===== src/rtl/dffram_nr1w_lanes.sv =====
// Parametrised DFF RAM storage core: NRPORTS read ports, one lane-masked write port.
// Read latency 0 cycles (r_buf=0) or 1 cycle (r_buf=1); writes commit on the clock edge.
// No backpressure: a clear sequence runs for DEPTH cycles after reset/init_req, with init_busy high.
//
// Ports:
//   clk, rst_n     clock, synchronous active-low reset
//   init_req       restart the clear sequence (honoured only when READY)
//   w_en/w_addr/w_mask/w_data   masked lane write
//   write_through  merge a same-cycle write into matching read ports
//   r_addr/r_buf   per-port read address and output-register select
//   r_data         per-port read data
//   init_busy      clear sequence in progress
module dffram_nr1w_lanes #(
  parameter int AWIDTH  = 5,
  parameter int DEPTH   = 26,
  parameter int DWIDTH  = 8,
  parameter int LANES   = 2,
  parameter int NRPORTS = 2
) (
  input  logic                      clk,
  input  logic                      rst_n,
  input  logic                      init_req,
  input  logic                      w_en,
  input  logic [AWIDTH-1:0]         w_addr,
  input  logic [LANES-1:0]          w_mask,
  input  logic [DWIDTH-1:0]         w_data,
  input  logic                      write_through,
  input  logic [NRPORTS*AWIDTH-1:0] r_addr,
  input  logic [NRPORTS-1:0]        r_buf,
  output logic [NRPORTS*DWIDTH-1:0] r_data,
  output logic                      init_busy
);

  localparam int                LW      = DWIDTH / LANES;
  // One extra bit so DEPTH == 2**AWIDTH is representable for the range compare.
  localparam logic [AWIDTH:0]   DEPTH_W = (AWIDTH+1)'(DEPTH);
  localparam logic [AWIDTH-1:0] LAST    = AWIDTH'(DEPTH - 1);

  typedef enum logic {INIT, READY} state_t;

  state_t              state;
  logic [AWIDTH-1:0]   cnt;
  logic [DWIDTH-1:0]   mem   [DEPTH];
  logic [DWIDTH-1:0]   rbuf  [NRPORTS];
  logic [DWIDTH-1:0]   c_dat [NRPORTS];
  logic [DWIDTH-1:0]   m_dat [NRPORTS];
  logic [AWIDTH-1:0]   ra    [NRPORTS];
  logic [DWIDTH-1:0]   wmask_bits;
  logic                w_in_range;
  logic                wr_act;

  assign init_busy  = (state == INIT);
  assign w_in_range = ({1'b0, w_addr} < DEPTH_W);
  assign wr_act     = (state == READY) && w_en && w_in_range;

  // Expand the lane mask to a per-bit mask.
  always_comb begin
    wmask_bits = '0;
    for (int k = 0; k < LANES; k++) begin
      wmask_bits[k*LW +: LW] = {LW{w_mask[k]}};
    end
  end

  // Sequencer: INIT walks cnt over every implemented word, then hands over to READY.
  always_ff @(posedge clk) begin
    if (!rst_n) begin
      state <= INIT;
      cnt   <= '0;
    end else begin
      case (state)
        INIT: begin
          if (cnt == LAST) begin
            state <= READY;
            cnt   <= '0;
          end else begin
            cnt <= cnt + AWIDTH'(1);
          end
        end
        READY: begin
          if (init_req) begin
            state <= INIT;
            cnt   <= '0;
          end
        end
        default: begin
          state <= INIT;
          cnt   <= '0;
        end
      endcase
    end
  end

  // Storage array carries no reset; it is cleared by the INIT walk instead.
  always_ff @(posedge clk) begin
    if (rst_n) begin
      if (state == INIT) begin
        mem[cnt] <= '0;
      end else if (wr_act) begin
        mem[w_addr] <= (mem[w_addr] & ~wmask_bits) | (w_data & wmask_bits);
      end
    end
  end

  // Combinational read value per port, including the optional write merge.
  always_comb begin
    for (int p = 0; p < NRPORTS; p++) begin
      ra[p]    = r_addr[p*AWIDTH +: AWIDTH];
      m_dat[p] = ({1'b0, ra[p]} < DEPTH_W) ? mem[ra[p]] : '0;
      if (state == INIT) begin
        c_dat[p] = '0;
      end else if (write_through && wr_act && (w_addr == ra[p])) begin
        c_dat[p] = (m_dat[p] & ~wmask_bits) | (w_data & wmask_bits);
      end else begin
        c_dat[p] = m_dat[p];
      end
    end
  end

  // Output registers track c_dat every cycle regardless of r_buf, so switching
  // a port to buffered mode shows the previous cycle's value straight away.
  always_ff @(posedge clk) begin
    for (int p = 0; p < NRPORTS; p++) begin
      if (!rst_n) begin
        rbuf[p] <= '0;
      end else begin
        rbuf[p] <= c_dat[p];
      end
    end
  end

  always_comb begin
    r_data = '0;
    for (int p = 0; p < NRPORTS; p++) begin
      r_data[p*DWIDTH +: DWIDTH] = r_buf[p] ? rbuf[p] : c_dat[p];
    end
  end

endmodule

===== config.mk =====
export PLATFORM = sky130hd
export DESIGN_NAME = dffram_nr1w_lanes
export DESIGN_NICKNAME = d
export VERILOG_FILES = /design/src/rtl/dffram_nr1w_lanes.sv
export SDC_FILE = /design/constraint.sdc
export NUM_CORES = 1
export LEC_CHECK = 0
export CAP_MARGIN = 0
export CORE_MARGIN = 2
export CORE_UTILIZATION = 30
export DETAILED_ROUTE_END_ITERATION = 8
export PLACE_DENSITY = 0.49
export SLEW_MARGIN = 20
export SYNTH_ARGS = -nofsm -noshare
export SYNTH_HDL_FRONTEND = slang
export SYNTH_SLANG_ARGS = --single-unit

===== constraint.sdc =====
create_clock -name clk -period 6.4 [get_ports clk]
set_input_delay 1.28 -clock clk [delete_from_list [all_inputs] [get_ports clk]]
set_output_delay 1.28 -clock clk [all_outputs]
set_load 0.01 [all_outputs]

==> run_results.csv <==
group,metric,value,unit
grt,first_pass_grt_wire_length,68400,um
sta,worst_slew_margin_rel,27.4,%
logic_synthesis,dominantRegCellSynth,"edfxtp_1",
worst_hold_path,min-delay-path-class,"reg2reg",
logic_synthesis,synth_edf_count,208,
drt,wirelength,48800,um
final_layout,post-route-cell-area,15300,sq um
setup_path,crit_type,"in2out",
sta,finalSetupViolCount,0,
drt,route.met2.wl,22400,um
placed_design,pre_cts_ws,0.727,ns
power_and_ir_drop,power.total,3.47,mW
clocking,inserted_clock_buffers,26,
drt,met1Wirelength,20700,um
setup_path,critical_path.max_stage_delay,0.91,ns
floorplan,initial_utilization,30.5,%
setup_path,worstPathRequired,5.12,ns
clocking,cts.clk_slew.worst_paths,0.05,ns
setup_path,cp_common_cell,"clkdlybuf4s50_1",
setup_path,worstPathMaxFanout,18,
logic_synthesis,avgSynthCellArea,14.0,sq um
worst_hold_path,worstHoldStart,"cnt[3]",
final_layout,nFillCells,4207,
floorplan,die_w,214,um
final_layout,syn_to_final_growth,16.1,%
drt,post_drt_via_cell_ratio,5.81,
clocking,cts_max_level,1,
clocking,post_cts.repair.setup_buffers,0,
placed_design,postPlaceCellArea,14500,sq um
final_layout,final_common_cell,"edfxtp_1",
final_layout,finalNetCount,1035,
placed_design,io_buffer_count,48,
logic_synthesis,post_synthesis_sequential_area_ratio,50.8,%
floorplan,core_area,43200,sq um
logic_synthesis,synthArstFlopShare,0,%
clocking,clock_latency,0.57,ns
sta,timing_worst_slew_pin_value,1.08,ns
floorplan,rows,76,
sta,min_period,5.86,ns
placed_design,detailedPlacementHpwl,35600,um
placed_design,place.gp.congestion,0.967,
grt,grt_pass1_vias,9196,
setup_path,worstReg2RegStart,"state",
floorplan,fp.dieH,214,um
drt,detailroute.wirelength.met3,3800,um
drt,dr.first_iter.drc_count,1132,
drt,top_layer_reached_by_signal_wires,"met4",
power_and_ir_drop,pwr_density_cell,227,nW/um^2
sta,achievable-frequency,0.171,GHz
setup_path,startpoint,"r_addr[2]",
power_and_ir_drop,p_leak,5.21,nW
grt,overflow,0,
clocking,hold_bufs_inserted_after_cts,0,
setup_path,cpMaxStageDelayCell,"clkdlybuf4s50_1",
run,maxCapViolCount,0,
logic_synthesis,synth.net_count,972,
drt,num_vias,9318,
final_layout,post_route_cells_drive_above_1_share,23.0,%
floorplan,io_pins,49,
logic_synthesis,syn-instance-count,938,
run_status,status,"completed",
setup_path,worst_setup_path_end_kind,"primary output",
floorplan,die_area,45600,sq um
clocking,master_cell_of_the_clock_root_buffer,"clkbuf_16",
grt,antenna_found_initial,0,
clocking,cts-root-to-sink-buffers,3,
sta,report.final.hold_viol_count,0,
sta,timing.clock.skew,0.0195,ns
drt,antenna_left,0,
grt,grt_max_degree,41,
sta,rsz_0062_raised_after_global_routing,"no",
sta,timing.final.ws_setup,0.543,ns
drt,avgRoutedWirePerCell,30.4,um
setup_path,worst_setup_path_start_kind,"input port",
drt,detail_route.drc_violations,0,
sta,final_min_period_over_clock_period,91.5,%
logic_synthesis,netlist-cell-type-count,60,
setup_path,worstPathCellList,"clkdlybuf4s50_1 -> nand2b_1 -> nor2_1 -> a22o_1 -> a2111oi_0 -> and3_1 -> o31ai_1 -> clkdlybuf4s50_1",
sta,totalNegativeSetupSlack,0,ns
setup_path,crit_arrival,4.58,ns
drt,drt-pass1-iter-count,5,
clocking,tritoncts,"done",
logic_synthesis,yosysWarningCount,0,
clocking,cts-resized-gates,0,
clocking,tritoncts_num_sinks,230,
sta,report.final.slew_viol_count,0,
power_and_ir_drop,peakVddDrop,0.000157,V
logic_synthesis,ys_seq_elements,230,
logic_synthesis,synth.cell_area,13200,sq um
grt,grt_usage,21.5,%
final_layout,layout.cells.most_common_list,"208 x edfxtp_1, 107 x mux4_2, 103 x mux2i_1, 56 x nor2_1, 54 x buf_4",
-- report_power, final --
group          switching, mW  internal [mW]
Clock                  0.618          0.887
Sequential           0.00878           1.63
Combinational          0.207          0.126
Total                  0.834           2.64
-- routing by layer --
layer | GRT usage [%] | up-vias
met5 | 0 | -
met4 | 7.81 | 0
met3 | 3.34 | 92
met2 | 34.3 | 476
met1 | 29.6 | 4804
li1 | - | 3946
-- sequential cells by signal, indices dropped and copies added, names as in the netlist --
name	flops
mem	208
state	1
cnt	5
rbuf	16
-- synthesized netlist by cell type (9+ instances only) --
| cell | count | area share [%] |
|---|---|---|
| and2_1 | 11 | 0.52 |
| a21oi_1 | 21 | 0.80 |
| buf_2 | 20 | 0.76 |
| nand2b_1 | 12 | 0.57 |
| nor3_1 | 38 | 1.4 |
| nor2b_1 | 21 | 1.0 |
| mux2_2 | 17 | 1.5 |
| clkbuf_1 | 14 | 0.40 |
| edfxtp_1 | 208 | 47 |
| o22ai_1 | 19 | 0.90 |
| o21ai_0 | 16 | 0.61 |
| nand4_1 | 13 | 0.62 |
| dfxtp_1 | 22 | 3.3 |
| nor2_1 | 56 | 1.6 |
| a22oi_1 | 33 | 1.9 |
| nand3_1 | 20 | 0.76 |
| buf_6 | 10 | 0.86 |
| mux2i_1 | 103 | 7.8 |
| buf_4 | 18 | 1.0 |
| nand2_1 | 42 | 1.2 |
| mux4_2 | 107 | 18 |
| o21ai_1 | 9 | 0.34 |
-- through the flow --
stage / hold WS (ns) / instances / utilization (%)
3_3_place_gp: 0.515 / 1558 / 33.4
3_5_place_dp: 0.516 / 1558 / 33.5
6_report: 0.537 / 1604 / 35.4
5_1_grt: 0.598 / 1603 / 35.4
4_1_cts: 0.541 / 1603 / 35.4
2_1_floorplan: 0.464 / 938 / -
-- cells by family after synthesis --
kind of cell	share of synthesized area, %
adder cells (fa/ha/maj)	0.190
flip-flops	50.8
AO/OA/AOI/OAI	7.60
XOR/XNOR	0.665
multiplexers	27.7
buffers and inverters	3.50
AND/OR/NAND/NOR	9.58
-- worst max-delay path, delay by kind of cell --
kind / cells / cell delay (ns)
buffers and inverters: 2 / 1.50
AND/OR/NAND/NOR: 3 / 1.14
AO/OA/AOI/OAI: 3 / 0.64
-- final cells by class --
type	count	area, sq um	share of cell area, %
flip-flops and latches	230	6690	43.7
multi-input cells	633	6090	39.8
repair buffers	103	921	6.02
well taps	585	732	4.79
clock buffers	34	702	4.59
clock inverters	11	134	0.875
inverters	7	26.3	0.172
diodes	1	2.50	0.0164
-- path summary, 6_finish.rpt --
| check | slack (ns) | cells after the start | endpoint |
|---|---|---|---|
| worst max-delay path | 0.54 | 8 | r_data[2] |
| worst min-delay path | 0.54 | 1 | cnt[3] |
| worst max register to register | 2.85 | 6 | mem[1][5] |
| worst min register to register | 0.54 | 1 | cnt[3] |
No activity file was read; power rests on OpenSTA's default activity.
